$ cat config.mk
export PLATFORM = sky130hd
export DESIGN_NAME = apb_master
export DESIGN_NICKNAME = d
export VERILOG_FILES = /design/src/rtl/apb_master.sv
export SDC_FILE = /design/constraint.sdc
export NUM_CORES = 1
export LEC_CHECK = 0
export BUFFER_PORTS_ARGS = -buffer_cell sky130_fd_sc_hd__buf_2
export CORE_MARGIN = 8
export CORE_UTILIZATION = 43
export CTS_CLUSTER_SIZE = 25
export DETAILED_ROUTE_END_ITERATION = 10
export PLACE_DENSITY = 0.81
export SLEW_MARGIN = 10
export SYNTH_ARGS = -nofsm -noshare
export SYNTH_HDL_FRONTEND = slang
export SYNTH_SLANG_ARGS = --single-unit
$ cat constraint.sdc
create_clock -name PCLK -period 2.2 [get_ports PCLK]
set_input_delay 0.11 -clock PCLK [delete_from_list [all_inputs] [get_ports PCLK]]
set_output_delay 0.11 -clock PCLK [all_outputs]
set_load 0.05 [all_outputs]
$ cat src/rtl/apb_master.sv
// APB bridge: latches one CPU request, decodes it to one of four 4 KiB slots and
// runs the SETUP/ACCESS handshake, flagging unmapped or timed-out transfers.
module apb_master #(
  parameter logic [31:0] BASE_ADDR   = 32'h1000_0000,
  parameter int unsigned TIMEOUT_CYC = 16
) (
  input  logic        PCLK,
  input  logic        PRESETn,
  input  logic        transfer,
  input  logic        write,
  input  logic [31:0] addr,
  input  logic [31:0] wdata,
  output logic [31:0] rdata,
  output logic        ready,
  output logic        err,
  output logic [31:0] PADDR,
  output logic [31:0] PWDATA,
  output logic        PWRITE,
  output logic        PENABLE,
  output logic        PSEL0,
  output logic        PSEL1,
  output logic        PSEL2,
  output logic        PSEL3,
  input  logic [31:0] PRDATA0,
  input  logic [31:0] PRDATA1,
  input  logic [31:0] PRDATA2,
  input  logic [31:0] PRDATA3,
  input  logic        PREADY0,
  input  logic        PREADY1,
  input  logic        PREADY2,
  input  logic        PREADY3
);

  // The counter only needs to reach TIMEOUT_CYC-1: it reads 0 in the first ACCESS cycle.
  localparam int unsigned CntW = (TIMEOUT_CYC > 1) ? $clog2(TIMEOUT_CYC) : 1;
  localparam logic [CntW-1:0] CntLast = CntW'((TIMEOUT_CYC > 0) ? TIMEOUT_CYC - 1 : 0);

  typedef enum logic [1:0] {StIdle, StSetup, StAccess} state_e;

  state_e          state_q, state_d;
  logic [31:0]     paddr_q, paddr_d;
  logic [31:0]     pwdata_q, pwdata_d;
  logic            pwrite_q, pwrite_d;
  logic [CntW-1:0] cnt_q, cnt_d;

  logic            hit;
  logic [1:0]      slot;
  logic            sel_ready;
  logic [31:0]     sel_rdata;
  logic            in_access;
  logic            timeout;
  logic            done;
  logic            capture;

  // Decode from the registered address so selects stay stable for the whole transfer.
  assign hit  = (paddr_q[31:14] == BASE_ADDR[31:14]);
  assign slot = paddr_q[13:12];

  always_comb begin
    sel_ready = 1'b0;
    sel_rdata = '0;
    unique case (slot)
      2'd0: begin sel_ready = PREADY0; sel_rdata = PRDATA0; end
      2'd1: begin sel_ready = PREADY1; sel_rdata = PRDATA1; end
      2'd2: begin sel_ready = PREADY2; sel_rdata = PRDATA2; end
      2'd3: begin sel_ready = PREADY3; sel_rdata = PRDATA3; end
      default: ;
    endcase
  end

  assign in_access = (state_q == StAccess);
  assign timeout   = (TIMEOUT_CYC != 0) && (cnt_q == CntLast);
  assign done      = in_access && (!hit || sel_ready || timeout);

  // A slave response wins over a coincident timeout.
  assign ready = done;
  assign err   = done && (!hit || !sel_ready);
  assign rdata = (done && !err && !pwrite_q) ? sel_rdata : 32'h0;

  assign PADDR   = paddr_q;
  assign PWDATA  = pwdata_q;
  assign PWRITE  = pwrite_q;
  assign PENABLE = in_access;
  assign PSEL0   = (state_q != StIdle) && hit && (slot == 2'd0);
  assign PSEL1   = (state_q != StIdle) && hit && (slot == 2'd1);
  assign PSEL2   = (state_q != StIdle) && hit && (slot == 2'd2);
  assign PSEL3   = (state_q != StIdle) && hit && (slot == 2'd3);

  always_comb begin
    state_d  = state_q;
    paddr_d  = paddr_q;
    pwdata_d = pwdata_q;
    pwrite_d = pwrite_q;
    cnt_d    = cnt_q;
    capture  = 1'b0;
    unique case (state_q)
      StIdle: begin
        if (transfer) capture = 1'b1;
      end
      StSetup: begin
        state_d = StAccess;
      end
      StAccess: begin
        cnt_d = cnt_q + CntW'(1);
        if (done) begin
          if (transfer) capture = 1'b1;
          else          state_d = StIdle;
        end
      end
      default: state_d = StIdle;
    endcase
    if (capture) begin
      state_d  = StSetup;
      paddr_d  = addr;
      pwdata_d = wdata;
      pwrite_d = write;
      cnt_d    = '0;
    end
  end

  always_ff @(posedge PCLK or negedge PRESETn) begin
    if (!PRESETn) begin
      state_q  <= StIdle;
      paddr_q  <= '0;
      pwdata_q <= '0;
      pwrite_q <= 1'b0;
      cnt_q    <= '0;
    end else begin
      state_q  <= state_d;
      paddr_q  <= paddr_d;
      pwdata_q <= pwdata_d;
      pwrite_q <= pwrite_d;
      cnt_q    <= cnt_d;
    end
  end

endmodule

==> out/metrics.cfg, run 1 <==
[outcome]
outcome=complete, but fails checks
violations=negative setup slack

[routing]
wl_per_cell_um=22.5
dr.pass1.iters=6
first_iter_violations=695
ant_nets=0
num_vias=5978
drc_errors=0
totalWireLength_um=23100
viasPerCell=5.83

[global_route]
grt_pass1_vias=6067
gr-usage-all-layers_pct=29.3
grt_max_degree=52
antenna_found_initial=6
grt_pass1_wl_um=33600
overflow=0

[synth]
synth_seq_area_share_pct=37.5
syn-cell-area_um2=4730
synthMuxAreaShare_pct=15.7
syn_nets=732
synth_top_family_by_area=simple AND/OR/NAND/NOR gates
synth_area_leader_cell=dfrtp_1
yosys_warnings=0
syn_inst=531
yosys.area_share.simple_pct=23.5
syn_avg_cell_area_um2=8.91
synth_top_area_share_pct=37.5
synth_compound_area_share_pct=17.4
ys_seq_elements=71
yosysUniqueCellTypes=36
synthAdderAreaFrac_pct=0.264
synth.area.top_cells=dfrtp_1 38%, mux4_2 16%, nand2_1 10%
synth_xor_area_share_pct=0

[pwr]
p_total_uw=5050
p_leak_uw=0.00373
ir_drop_mv=0.725
power.density_nw_per_um2=623

[die]
fp.coreArea_um2=10800
num_rows=38
die_h_um=121
initial_core_util_pct=43.9
fp.dieW_um=121
die_area_um2=14600
ios=304

[worst_setup_path]
end_kind=output port
arrival_ns=2.13
r2r_cells=7
critPathKind=reg2out
critPathLaunchType=flop
cp.required_ns=2.09
cp_max_fo=8
ff2ff_setup_slack_ns=0.20

[sta]
finalClockSkew_ns=0.0126
holdWs_ns=0.00744
max_slew_margin_pct=48.9
fmax_mhz=446
fin_setup_tns_ns=-0.495
finalCriticalPeriod_ns=2.24
post-route-period-util_pct=102
finalSetupViolations=23
slew_violations=0
fin_ws_ns=-0.0432
tightest_slew_ns=0.763
rsz0062_at_grt=yes
finalHoldViolCount=0

[placed_design]
post-dp-hpwl_um=15200
port_buffers=303
placed_cell_area_um2=6710
place_congestion=0.905

[clocking]
cts_buffers=9
worstSkewPairLatency_ns=0.35
cts_sinks=71
cts.path.max_buffers=2
tritoncts=built
clk_pin_slew_worst_paths_ns=0.08
cts-root-buf=clkbuf_8
htree_levels=3

[layout]
design_area_um2=8110
nFillCells=710
final_nets=1076
final-seq-area_um2=1790
multiInputGateArea_um2=3080
post-route-util_pct=75.1
area_delta_synth_final_pct=71.3
drive_above_1_share_pct=50.8

[min_path]
hp-class=in2reg
holdPathStages=3

[run]
max_cap_viol_count=0

## worst paths after layout
check	start	endpoint
setup / recovery	PADDR[26]	rdata[26]
setup reg to reg	PADDR[26]	PWDATA[28]
hold / removal	wdata[21]	PWDATA[21]
max in group asynchronous	PRESETn	PADDR[14]
hold reg to reg	cnt_q[1]	cnt_q[1]
min in group asynchronous	PRESETn	PADDR[3]
## cells in the final DEF (no fill, tap or decap), types with 2 or more instances in the layout
cell type / netlist / layout
inv_1: 3 / 3
a21oi_1: 4 / 4
buf_4: 6 / 24
clkbuf_16: 0 / 2
o21ai_0: 18 / 18
nand2b_2: 0 / 2
mux4_2: 33 / 33
diode_2: 0 / 6
nor4_4: 0 / 3
bufinv_16: 0 / 4
dfrtp_2: 0 / 12
a32oi_1: 47 / 47
buf_8: 0 / 7
dfrtp_1: 71 / 59
nand3_1: 2 / 2
nand2_1: 132 / 131
buf_12: 0 / 11
dlygate4sd3_1: 0 / 53
and3_2: 0 / 2
buf_2: 7 / 265
nor2b_4: 0 / 32
clkbuf_8: 0 / 10
nor3_1: 47 / 47
nor4b_4: 0 / 2
buf_6: 0 / 29
nor2_1: 7 / 6
o21ai_1: 49 / 49
## routing by layer
metal	wire (um)	GRT usage, %	up-vias	share of wire [%]
met5	0	0	-	0
met4	1200	15.8	0	5.2
met3	2120	8.56	95	9.2
met2	12200	52.9	401	53
met1	7550	29.8	2834	33
li1	-	-	2648	-
## flip-flops by register name, summed over array words and instances, names as in the netlist
name	flops
PADDR	32
state_q	2
cnt_q	4
PWDATA	32
PWRITE	1
## layout make-up
class,instances,share of cell area (%)
repair buffers,392,34.1
well taps,140,2.16
flip-flops and latches,71,22.1
multi-input cells,398,38.0
inverters,3,0.139
diodes,6,0.185
clock inverters,5,1.59
clock buffers,11,1.74
## metrics by stage
stage | cells | setup WS (ns)
3_5_place_dp | 940 | 0.0655
6_report | 1026 | -0.0432
2_1_floorplan | 531 | -0.00788
5_1_grt | 1026 | -0.114
3_3_place_gp | 940 | 0.129
4_1_cts | 1014 | -0.0278
## where the power goes
group,switching [uW],total (uW),internal (uW)
logic,1240,2010,763
registers,152,1620,1470
clock network,520,1420,902
## kinds of logic (layout without fill, tap and decap cells)
logic type	Yosys count	in the layout
adder cells (fa/ha/maj)	1	1
other	0	6
multiplexers	33	33
buffers and inverters	62	411
AO/OA/AOI/OAI	125	125
AND/OR/NAND/NOR	239	239
flip-flops	71	71
## cells in the mapped netlist, drive strengths merged
| master | instances |
|---|---|
| a311o | 1 |
| a32oi | 47 |
| inv | 3 |
| and2 | 1 |
| buf | 17 |
| a221o | 1 |
| nor2 | 7 |
| nor4 | 4 |
| a21oi | 4 |
| a311oi | 1 |
| a211oi | 1 |
| nor3 | 47 |
| ha | 1 |
| o21ai | 67 |
| mux4 | 33 |
| dfrtp | 71 |
| and4b | 1 |
| nand2 | 132 |
| and4 | 1 |
| nor4b | 3 |
| o21bai | 1 |
| nand2b | 3 |
| nand3 | 2 |
| and3 | 3 |
| nand4 | 1 |
| a31oi | 1 |
| nor4bb | 1 |
| o31ai | 1 |
| clkbuf | 42 |
| nor2b | 32 |
| nor3b | 1 |
## critical path, cell delays in order, from the launching register on
cell	delay [ns]
dfrtp_2	0.42
nor4b_1	0.31
and4_4	0.30
nand4_1	0.10
buf_6	0.17
clkbuf_16	0.19
nor2b_4	0.14
buf_8	0.16
## repair_timing
item / 4_1_cts / 5_1_grt
endpoints found under the hold margin: 73 / 2
buffers inserted: 7 / 2
resized for setup: 85 / 37
pin swaps: 5 / 3
hold buffers: 51 / 2
cloned: 1 / 2
setup endpoints to repair: 38 / 37
(Power assumes the default switching activity.)
==> inputs of run 2 (changes only) <==
--- a/config.mk
+++ b/config.mk
@@ -11,6 +11,7 @@
 export CTS_CLUSTER_SIZE = 25
 export DETAILED_ROUTE_END_ITERATION = 10
 export PLACE_DENSITY = 0.81
+export SKIP_LAST_GASP = 1
 export SLEW_MARGIN = 10
 export SYNTH_ARGS = -nofsm -noshare
 export SYNTH_HDL_FRONTEND = slang
==> constraint.sdc (replaced) <==
create_clock -name PCLK -period 2.23 [get_ports PCLK]
set_input_delay 0.1115 -clock PCLK [delete_from_list [all_inputs] [get_ports PCLK]]
set_output_delay 0.1115 -clock PCLK [all_outputs]
set_load 0.05 [all_outputs]
==> out/metrics.cfg, run 2 (synthesis results as in run 1) <==
[clocking]
cts.path.max_buffers=2  ; unchanged
cts-root-buf=clkbuf_8
tritoncts=built
cts_sinks=71  ; unchanged
cts_buffers=9  ; unchanged
htree_levels=3  ; unchanged
worstSkewPairLatency_ns=0.35  ; about the same
clk_pin_slew_worst_paths_ns=0.08  ; about the same

[routing]
totalWireLength_um=21400  ; -7.4%
viasPerCell=5.71  ; -1.9%
num_vias=5783  ; -3.3%
ant_nets=0  ; unchanged
dr.pass1.iters=5  ; -1
first_iter_violations=624  ; -10%
wl_per_cell_um=21.1  ; -6.1%
drc_errors=0  ; unchanged

[sta]
finalClockSkew_ns=0.0183  ; +0.00572 ns
fmax_mhz=449
finalSetupViolations=0  ; -100%
tightest_slew_ns=0.901  ; +0.137 ns
slew_violations=0  ; unchanged
holdWs_ns=0.00999  ; +0.00255 ns
post-route-period-util_pct=100
finalHoldViolCount=0  ; unchanged
rsz0062_at_grt=yes
finalCriticalPeriod_ns=2.23
max_slew_margin_pct=40.0  ; -9.0 points

[global_route]
antenna_found_initial=1  ; -5
grt_pass1_vias=5660  ; -6.7%
grt_max_degree=42  ; -19%
overflow=0  ; unchanged
grt_pass1_wl_um=31200  ; -7.2%
gr-usage-all-layers_pct=27.1  ; -2.2 points

[placed_design]
place_congestion=0.961  ; +6.2%
port_buffers=303  ; unchanged
post-dp-hpwl_um=15100  ; -0.32%

[die]
fp.coreArea_um2=10800  ; unchanged
die_area_um2=14600  ; unchanged
num_rows=38  ; unchanged
ios=304  ; unchanged
fp.dieW_um=121  ; unchanged
initial_core_util_pct=43.9  ; unchanged
die_h_um=121  ; unchanged

[layout]
mostFrequentLayoutCells=266 x buf_2, 131 x nand2_1, 69 x dfrtp_1
area_delta_synth_final_pct=58.7
post-route-util_pct=69.6  ; -5.5 points
final_common_cell=buf_2
drive_above_1_share_pct=47.5  ; -3.3 points
final_nets=1067  ; -0.84%

[outcome]
outcome=completed

[worst_setup_path]
cp.required_ns=2.12  ; +0.03 ns
slowest_delay_ns=0.45  ; +0.03 ns
arrival_ns=2.12  ; about the same
critPathKind=reg2out
path_cells=nor4_4 > and4_4 > nand4_1 > buf_12 > nor2b_1 > buf_4
end_kind=output port
slowest_stage=dfrtp_1
cp_max_fo=32  ; +24
critPathLaunchType=flop

[min_path]
hp-class=in2reg

[pwr]
power.density_nw_per_um2=599  ; -3.9%
ir_drop_mv=0.471  ; -35%
p_leak_uw=0.00346  ; -7.2%

[run]
max_cap_viol_count=0  ; unchanged

## run 2: worst max-delay path: cells and delay by family, from the launching register on
family                 cells  cell delay, ns
buffers and inverters      2            0.44
DFF                        1            0.45
and+or+nand+nor            4            0.87
## run 2: per-layer routing
metal	routed length (um)	vias to the layer above	global-route usage [%]	share of wire (%)
met2	11100	366	48.1	52
li1	-	2634	-	-
met1	7260	2725	29.3	34
met3	2250	58	8.42	11
met5	0	-	0	0
met4	780	0	10.9	3.6
## run 2: repair_timing
item,CTS,global route
hold buffers,51,1
hold endpoints to repair,87,1
buffers inserted,3,2
setup endpoints to repair,38,38
gates resized for setup,42,29
pin swaps,2,1
## run 2: path summary, 6_finish.rpt
| kind | to | depth (start not counted) | slack [ns] | startpoint |
|---|---|---|---|---|
| min in group asynchronous | state_q[0] | 2 | 0.42 | PRESETn |
| max in group asynchronous | PADDR[6] | 3 | 1.13 | PRESETn |
| hold / removal | PWDATA[26] | 3 | 0.01 | wdata[26] |
| setup / recovery | rdata[19] | 6 | 0.0004 | PADDR[14] |
| hold reg to reg | cnt_q[1] | 2 | 0.52 | cnt_q[1] |
| setup reg to reg | PWDATA[28] | 6 | 0.13 | PADDR[12] |
## run 2: stage by stage
stage | setup WS [ns] | power [uW] | std cells | area [um2] | setup TNS (ns)
2_1_floorplan | -0.290 | 2800 | 531 | 4820 | -6.41
3_3_place_gp | 0.155 | 3370 | 938 | 6540 | 0
3_5_place_dp | 0.102 | 3400 | 938 | 6540 | 0
4_1_cts | -0.0312 | 4480 | 1008 | 7370 | -0.0899
5_1_grt | -0.0977 | 4700 | 1012 | 7510 | -1.82
6_report | 0.000374 | 4500 | 1012 | 7510 | 0
## run 2: power by group
| part | switching [uW] | internal [uW] |
|---|---|---|
| clock network | 554 | 448 |
| logic | 1200 | 696 |
| registers | 150 | 1450 |
| total | 1900 | 2590 |
## run 2: final cells by class
cell class                      instances  area (um2)
Antenna cell                            1        2.50
Sequential cell                        71        1780
Fill cell                             798        3280
Tap cell                              140         175
Multi-Input combinational cell        398        2840
Clock inverter                          6        50.0
Inverter                                3        11.3
Clock buffer                           10         138
Timing Repair Buffer                  383        2510
==> inputs of run 3 (changes only) <==
--- a/config.mk
+++ b/config.mk
@@ -6,11 +6,13 @@
 export NUM_CORES = 1
 export LEC_CHECK = 0
 export BUFFER_PORTS_ARGS = -buffer_cell sky130_fd_sc_hd__buf_2
+export CELL_PAD_IN_SITES_DETAIL_PLACEMENT = 1
+export CELL_PAD_IN_SITES_GLOBAL_PLACEMENT = 2
 export CORE_MARGIN = 8
-export CORE_UTILIZATION = 43
+export CORE_UTILIZATION = 23
 export CTS_CLUSTER_SIZE = 25
 export DETAILED_ROUTE_END_ITERATION = 10
-export PLACE_DENSITY = 0.81
+export PLACE_DENSITY_LB_ADDON = 0.1
 export SKIP_LAST_GASP = 1
 export SLEW_MARGIN = 10
 export SYNTH_ARGS = -nofsm -noshare
==> out/metrics.cfg, run 3 (synthesis results as in run 1) <==
[outcome]
outcome=completed

[clocking]
worstSkewPairLatency_ns=0.34  ; about the same
cts.path.max_buffers=2  ; unchanged
cts-root-buf=clkbuf_16
cts_buffers=9  ; unchanged
tritoncts=built
clk_pin_slew_worst_paths_ns=0.06  ; -0.02 ns
htree_levels=3  ; unchanged
cts_sinks=71  ; unchanged

[sta]
finalClockSkew_ns=0.0115  ; -0.00677 ns
finalCriticalPeriod_ns=2.21  ; -0.0185 ns
max_slew_margin_pct=63.7  ; +24 points
fin_ws_ns=0.0189  ; +0.0185 ns
finalSetupViolations=0  ; unchanged
fmax_mhz=452  ; +0.84%
slew_violations=0  ; unchanged
finalHoldViolCount=0  ; unchanged
rsz0062_at_grt=yes
post-route-period-util_pct=99.2  ; -0.83 points
tightest_slew_ns=0.545  ; -0.356 ns

[die]
fp.dieW_um=159  ; +32%
fp.coreArea_um2=20200  ; +87%
initial_core_util_pct=23.4  ; -20 points
num_rows=52  ; +37%
die_h_um=159  ; +32%
die_area_um2=25400  ; +74%
ios=304  ; unchanged

[worst_setup_path]
slowest_stage=dfrtp_1
ff2ff_setup_slack_ns=0.15  ; +0.02 ns
r2r-start=PADDR[12]
cp_max_fo=4  ; -88%
arrival_ns=2.10  ; -0.02 ns
crit_end=PSEL2
crit_path_start=PADDR[16]
crit_cells=5  ; -1
cp_num_buf_inv=1  ; -1
rr_endpoint=PWDATA[19]
slowest_delay_ns=0.39  ; -0.06 ns
cp.required_ns=2.12  ; about the same
critPathLaunchType=flop
r2r_cells=5  ; -1
end_kind=output port
path_cells=nor4_2 > and4_4 > nand2_1 > nor4b_2 > buf_4
critPathTopFamily=simple AND/OR/NAND/NOR gates
critPathKind=reg2out

[routing]
viasPerCell=4.93  ; -14%
drc_errors=0  ; unchanged
ant_nets=0  ; unchanged
dr.pass1.iters=4  ; -1
totalWireLength_um=25300  ; +18%
first_iter_violations=305  ; -51%
num_vias=5610  ; -3.0%
wl_per_cell_um=22.3  ; +5.3%

[pwr]
ir_drop_mv=0.381  ; -19%
p_leak_uw=0.00357  ; +3.3%
power.density_nw_per_um2=618  ; +3.3%

[layout]
post-route-util_pct=38.7  ; -31 points
final_common_cell=buf_2
design_area_um2=7820  ; +4.1%
area_delta_synth_final_pct=65.3
final_cells=1137  ; +12%
final_nets=1054  ; -1.2%
drive_above_1_share_pct=51.6  ; +4.0 points
mostFrequentLayoutCells=264 x buf_2, 132 x nand2_1, 69 x dfrtp_1

[placed_design]
placed_cell_area_um2=6710  ; +2.6%
post-place-cells=1077  ; +15%
place_ws_ns=0.0546  ; -0.0476 ns
place_congestion=0.885  ; -7.9%
post-dp-hpwl_um=19000  ; +26%
port_buffers=303  ; unchanged

[global_route]
grt_max_degree=56  ; +33%
grt_pass1_vias=6101  ; +7.8%
overflow=0  ; unchanged
grt_pass1_wl_um=38500  ; +23%
gr-usage-all-layers_pct=19.3  ; -7.8 points
antenna_found_initial=11  ; +10

[min_path]
hp-class=in2reg
holdPathStages=3  ; unchanged

[run]
max_cap_viol_count=0  ; unchanged

==> run 3: changes by cell type in the layout (fill, tap and decap cells not counted), moves of 4 or more <==
cell           before  now
clkbuf_8           10    0
buf_6              23   30
clkbuf_16           0   10
nor2b_1            17    0
buf_4              35   39
nor2b_2            15   10
nor2b_4             0   22
diode_2             1   10
buf_8               0    7
dlygate4sd3_1      52   24
==> run 3: worst min-delay path by stage <==
stage,slack (ns),startpoint,endpoint
2_1_floorplan,-0.18,PRESETn,PADDR[0]
3_3_place_gp,0.14,PRESETn,PADDR[27]
3_5_place_dp,0.13,PRESETn,PADDR[27]
4_1_cts,0.0009,wdata[6],PWDATA[6]
5_1_grt,0.01,addr[15],PADDR[15]
6_report,0.01,wdata[6],PWDATA[6]
==> run 3: metal layers <==
layer / global-route usage [%] / share of wire [%]
met5: 0 / 0.051
met3: 4.73 / 5.6
met4: 6.52 / 2.1
met2: 32.0 / 50
met1: 24.1 / 43
==> run 3: final cells by class <==
class	count	area, um2
inverter	3	11.3
fill	2391	12400
tap	270	338
timing repair buffer	370	2430
sequential	71	1780
clock inverter	4	23.8
multi-input combinational	398	2980
clock buffer	11	233
antenna	10	25.0
==> run 3: stage by stage <==
stage               power, uW  hold slack (ns)  setup TNS [ns]
floorplan                2800           -0.184           -6.41
CTS                      4890         0.000910         -0.0947
finish                   4840           0.0114               0
global route             5090           0.0130           -2.04
global placement         3440            0.142               0
detailed placement       3460            0.134               0
==> run 3: tightest hold or removal path: stages <==
cell     delay [ns]
buf_2          0.10
nand2_1        0.05
o21ai_1        0.05
==> run 3: report_power, final <==
group          internal (uW)  leakage [uW]  switching (uW)
Clock                    744      0.000129             561
Sequential              1450      0.000877             149
Combinational            718       0.00257            1210
Total                   2910       0.00357            1920
==> run 3: what timing repair did <==
action	4_1_cts	5_1_grt
pin swaps	6	4
gates cloned	1	1
setup buffers	6	3
hold endpoints to repair	58	0
resized for setup	121	17
hold buffers	24	0
endpoints found under the setup margin	38	49
